[config.mk]
export PLATFORM = sky130hd
export DESIGN_NAME = pwm_gen
export DESIGN_NICKNAME = d
export VERILOG_FILES = /design/src/rtl/pwm_gen.sv
export SDC_FILE = /design/constraint.sdc
export NUM_CORES = 1
export LEC_CHECK = 0
export CELL_PAD_IN_SITES_DETAIL_PLACEMENT = 0
export CELL_PAD_IN_SITES_GLOBAL_PLACEMENT = 1
export CORE_MARGIN = 3
export CORE_UTILIZATION = 35
export DETAILED_ROUTE_END_ITERATION = 12
export GPL_TIMING_DRIVEN = 0
export PLACE_DENSITY = 0.81
export SETUP_SLACK_MARGIN = 0.05
export SLEW_MARGIN = 25
export SYNTH_ARGS = -nofsm -noshare
export SYNTH_HDL_FRONTEND = slang
export SYNTH_SLANG_ARGS = --single-unit
[constraint.sdc]
create_clock -name clk -period 2.7 [get_ports clk]
set_input_delay 0.81 -clock clk [delete_from_list [all_inputs] [get_ports clk]]
set_output_delay 0.81 -clock clk [all_outputs]
set_load 0.02 [all_outputs]
[src/rtl/pwm_gen.sv]
// PWM generator driven by an external free-running count.
// Duty is double-buffered and applied at the period wrap.
module pwm_gen #(
  parameter int WIDTH = 4
) (
  input  logic             clk,
  input  logic             rst,
  input  logic [WIDTH-1:0] count,
  input  logic [WIDTH:0]   duty_in,
  input  logic             duty_valid,
  output logic             duty_ready,
  output logic [WIDTH:0]   duty_active,
  output logic             pwm,
  output logic             period_start,
  output logic             sync_err
);

  localparam logic [WIDTH-1:0] MAX  = '1;
  localparam logic [WIDTH:0]   FULL = (WIDTH+1)'(1) << WIDTH;

  logic             pending;
  logic [WIDTH:0]   pending_val;
  logic [WIDTH-1:0] prev_count;
  logic             arm;

  logic             accept;
  logic             at_max;
  logic [WIDTH:0]   duty_clamped;
  logic [WIDTH:0]   active_nxt;
  logic [WIDTH:0]   pval_nxt;
  logic             pending_nxt;
  logic [WIDTH-1:0] exp_count;

  assign duty_ready   = ~pending;
  assign accept       = duty_valid & duty_ready;
  assign at_max       = (count == MAX);
  assign duty_clamped = (duty_in > FULL) ? FULL : duty_in;
  assign exp_count    = prev_count + 1'b1;

  // Accept and apply are exclusive since ready is low while pending.
  always_comb begin
    active_nxt  = duty_active;
    pval_nxt    = pending_val;
    pending_nxt = pending;
    if (at_max && pending) begin
      active_nxt  = pending_val;
      pending_nxt = 1'b0;
    end else if (accept) begin
      if (at_max) begin
        active_nxt = duty_clamped;
      end else begin
        pval_nxt    = duty_clamped;
        pending_nxt = 1'b1;
      end
    end
  end

  always_ff @(posedge clk) begin
    if (rst) begin
      duty_active  <= '0;
      pending      <= 1'b0;
      pending_val  <= '0;
      pwm          <= 1'b0;
      period_start <= 1'b0;
      prev_count   <= '0;
      arm          <= 1'b0;
      sync_err     <= 1'b0;
    end else begin
      duty_active  <= active_nxt;
      pending      <= pending_nxt;
      pending_val  <= pval_nxt;
      pwm          <= ({1'b0, count} < active_nxt);
      period_start <= (count == '0);
      prev_count   <= count;
      arm          <= 1'b1;
      if (arm && (count != exp_count))
        sync_err <= 1'b1;
    end
  end

endmodule

### Yosys cells after proc, flatten, opt, wreduce, memory -nomap -nowiden

Index checks and enable logic that the tools add are counted.

| cells by class | value |
|---|---|
| multiplexer cells | 5 |
| reductions and logical operators | 6 |
| magnitude comparators | 2 |
| bitwise logic cells | 4 |
| add/subtract/negate cells | 1 |
| divide/modulo/power cells | 0 |
| eq/ne operators | 2 |
| shifts and indexed selects | 0 |
| multipliers | 0 |

Operators with widths:

| kind | number |
|---|---|
| $mux W5 | 4 |
| $gt A5 B5 Y1 const B | 1 |
| $lt A4 B5 Y1 | 1 |
| $add A4 B1 Y4 const B | 1 |
| $eq A4 B4 Y1 const B | 1 |
| $logic_not A4 Y1 | 1 |
| $ne A4 B4 Y1 | 1 |
| $not A1 Y1 | 3 |
| $reduce_and A3 Y1 | 1 |
| $logic_and A1 B1 Y1 | 2 |
| $reduce_and A2 Y1 | 1 |
| $reduce_or A2 Y1 | 1 |
| $and A1 B1 Y1 | 1 |
| $mux W1 | 1 |

| word-level totals | value |
|---|---|
| word-level logic and storage cells | 28 |
| input bits | 12 |
| register bits | 19 |
| output and inout bits | 9 |
| memories kept | 0 |
| latch bits | 0 |
| bits in read-only memories | 0 |
| RAM bits | 0 |

### Longest topological paths before layout

| logic depth | value |
|---|---|
| depth after elaboration | 6 |
| gate-level depth with buffers | 8 |
| depth with buffers taken out | 7 |

### Worst setup path before layout

OpenSTA, ideal clock, no wires.

| timing | value |
|---|---|
| kind | input to register |
| start point | input port count[2] |
| end point | register pwm |
| slack | 0.524 ns |
| required time | 2.608 ns |
| library setup time | 0.092 ns |
| stages | 8 |
| buffers on the path | 1 |
| arrival time | 2.084 ns |
| path through | and4_4 -> buf_8 -> mux2_4 -> o21ai_2 -> ha_1 -> o21ai_0 -> a21oi_1 -> o32ai_1 |

| on the way | value |
|---|---|
| word-level cells in the longest chain between the ends | 5 |
| elaborated cells between the ends (all ways) | 6 |
| those cells by class | order compare: 1; eq/ne: 1; mux: 3; reduce/logical: 1 |

RTL lines:

| element | RTL line | text |
|---|---|---|
| start, declared | 8 | `input logic [WIDTH-1:0] count,` |
| $eq A4 B4 Y1 | 36 | `assign at_max = (count == MAX);` |
| $mux W5 | 49 | `if (at_max) begin` |
| $mux W5 | 48 | `end else if (accept) begin` |
| $mux W5 | 45 | `if (at_max && pending) begin` |
| $lt A4 B5 Y1 (*) | 72 | `pwm <= ({1'b0, count} < active_nxt);` |
| end signal, assigned | 72 |  |
| end, declared | 13 | `output logic pwm,` |

Mark *: on every way between the ends. The rest lies on a longest branch, timed or not.
A chain may end at the register's enable or synchronous reset.

### Worst setup path in the final report

| timing | value |
|---|---|
| start point | input port count[0] |
| end point | register pwm |

Same word-level chain as after synthesis.

==> impl_metrics.ini <==
[pwr]
p_leak_nw = 0.465
power_density_nw_per_um2 = 457
vdd_drop_max_mv = 0.380

[routing]
drc_errors = 0
first_pass_iters = 4
ant_nets = 0
wl_per_cell_um = 12.4
avgViaCountPerCell = 5.02
drtIter0Drc = 17
routed-via-count = 803
drt_wl_total_um = 1990

[clock_network]
clk_latency_ns = 0.30
clkTransAtPathRegs_ns = 0.11
h-tree-depth = 1
clock_sinks = 19
cts-root-buf = clkbuf_4
clockBufferDepth = 2
cts_buffers = 3
cts_tree = done
post-cts-setup-buffer-count = 0

[setup_path]
cp_max_fo = 10
path_class = in -> reg
end_kind = flop
rrSetupSlack_ns = 1.03
reg2reg_from = pending$_SDFFE_PP0P_
cp.arrival_ns = 2.59
cp_data_required_time_ns = 2.91
critPathLaunchType = input port
r2r-end = pwm$_SDFF_PP0_
r2r_cells = 8

[grt]
grt_max_degree = 11
grt_pass1_wl_um = 3420
antenna_found_initial = 0
first_global_vias = 784
grt_use_total_pct = 13.2
grt_overflow_total = 0

[finish]
final_cell_mix = dfxtp_1 (19), clkdlybuf4s50_1 (15), nor2_1 (11)
drive_gt1_share_pct = 12.3
diodes = 0
final_common_cell = dfxtp_1
syn_to_final_growth_pct = 27.3
finalInstanceArea_um2 = 1200
fin_cells = 160
seqCellArea_um2 = 380
final_util_pct = 47.7
fillers = 262
multi_input_area_um2 = 512
nets = 147

[die]
rows = 18
core_um2 = 2520
start_util_pct = 37.5
die_area_um2 = 3360
dieHeight_um = 58.0
io_pins = 21
die-width_um = 58.0

[yosys]
ys_ff_latch = 19
syn_avg_cell_area_um2 = 8.83
syn_inst = 107
yosysWarnings = 0
syn_area_um2 = 945
seq_area_frac_synth_pct = 40.3
synth_fp_nets = 123
synth_cell_type_count = 29

[place]
place_hpwl_um = 1550
gp_routability_congestion = 0.731
place_inst = 156
placed_area_um2 = 1170
port_buffers = 19

[sta]
grt_setup_unrepaired = no
relSlewSlack_pct = 66.2
slew_viol_final = 0
tightest_slew_ns = 0.507
fin_worst_skew_ns = 0.00504
max_freq_ghz = 0.418
setup_viol = 0
finalHoldViolCount = 0
timing.final.crit_share_pct = 88.5
min_period_ns = 2.39

[worst_hold_path]
worstHoldPathCells = 2
hp-start = pending_val[2]$_SDFFE_PP0P_
holdPathEnd = pending_val[2]$_SDFFE_PP0P_
hold_path.class = reg -> reg

[status]
status = finished, final reports clean

[job]
drv_cap = 0
==> cell type report <==
type | count | area share (%)
multi-input combinational | 78 | 42.6
clock buffer | 4 | 2.19
tap | 30 | 3.12
timing repair buffer | 19 | 16.0
buffer | 5 | 2.91
sequential | 19 | 31.6
inverter | 5 | 1.56
==> power breakdown <==
group          leakage (nW)  internal, mW  switching, mW  total [mW]
registers             0.156         0.293        0.00666       0.300
logic                 0.294        0.0511         0.0554       0.106
clock network        0.0150        0.0575         0.0857       0.143
total                 0.465         0.401          0.148       0.549
==> per-stage QoR <==
stage	TNS, ns	hold slack [ns]	total power [mW]	worst slack [ns]
2_1_floorplan	0	0.431	0.370	0.524
3_3_place_gp	-0.243	0.443	0.412	-0.243
3_5_place_dp	-0.285	0.446	0.414	-0.285
4_1_cts	0	0.462	0.559	0.0505
5_1_grt	0	0.482	0.583	0.119
6_report	0	0.462	0.549	0.310
==> flip-flops by register name, indices dropped and copies added, names as in the netlist <==
signal        cells
sync_err          1
pending           1
period_start      1
arm               1
pwm               1
pending_val       5
duty_active       5
prev_count        4
==> worst max-delay path, stage by stage <==
cell and delay, ns:
dlygate4sd2_1 0.33, and4_4 0.28, buf_8 0.13, mux2_4 0.30, o21ai_2 0.09, ha_1 0.26, o21ai_0 0.08, a21oi_1 0.09
o32ai_1 0.22
==> synthesized netlist by cell type <==
library cell | number | area, um2
clkbuf_1 | 3 | 11.3
nor2_2 | 2 | 12.5
dfxtp_1 | 19 | 380
a221oi_1 | 1 | 8.76
xor2_1 | 2 | 17.5
nor2_1 | 11 | 41.3
nor2b_1 | 5 | 31.3
nand2_1 | 7 | 26.3
a21oi_1 | 6 | 30.0
nand3_1 | 2 | 10.0
buf_4 | 1 | 7.51
ha_1 | 4 | 50.1
or4_1 | 1 | 7.51
inv_1 | 5 | 18.8
o32ai_1 | 1 | 8.76
mux2_2 | 1 | 11.3
xnor2_1 | 4 | 35.0
nor3_1 | 2 | 10.0
o21ai_0 | 4 | 20.0
a31oi_1 | 4 | 25.0
nand2b_1 | 6 | 37.5
a21o_1 | 1 | 7.51
and4_4 | 1 | 11.3
nand4_1 | 5 | 31.3
buf_8 | 1 | 15.0
o21ai_2 | 4 | 35.0
mux2_4 | 2 | 30.0
a311oi_1 | 1 | 8.76
o21ai_1 | 1 | 5.00
==> metal layers <==
metal / routed length, um / global-route usage (%) / share of wire, % / vias to the layer above
met4: 23 / 3.97 / 1.2 / 0
met2: 974 / 21.9 / 49 / 16
li1: - / - / - / 419
met1: 892 / 16.1 / 45 / 366
met3: 94 / 4.23 / 4.7 / 2
met5: 0 / 0 / 0 / -
==> kinds of logic (layout without fill, tap and decap cells) <==
| logic type | Yosys count | after routing | share of synthesized area (%) |
|---|---|---|---|
| buffers and inverters | 10 | 33 | 5.56 |
| xor gates and xnor gates | 6 | 6 | 5.56 |
| and+or+nand+nor | 42 | 42 | 23.2 |
| adders and majority gates | 4 | 4 | 5.30 |
| DFF | 19 | 19 | 40.3 |
| AOI/OAI and AO/OA | 23 | 23 | 15.8 |
| muxes | 3 | 3 | 4.37 |
==> timing repair <==
item,in CTS,in global routing
endpoints found under the setup margin,1,1
pin swaps,0,0
hold endpoints to repair,0,0
hold buffers,0,0
resized for setup,2,4
==> how the worst max path moves through the flow <==
stage	start	endpoint	slack, ns	cells past startpoint
2_1_floorplan	count[2]	pwm$_SDFF_PP0_	0.52	8
5_1_grt	duty_valid	pwm$_SDFF_PP0_	0.12	9
6_report	count[0]	pwm$_SDFF_PP0_	0.31	9
3_5_place_dp	count[0]	pwm$_SDFF_PP0_	-0.29	9
3_3_place_gp	count[1]	pwm$_SDFF_PP0_	-0.24	9
4_1_cts	count[3]	pwm$_SDFF_PP0_	0.05	9
Power figures use the tool's default switching activity.
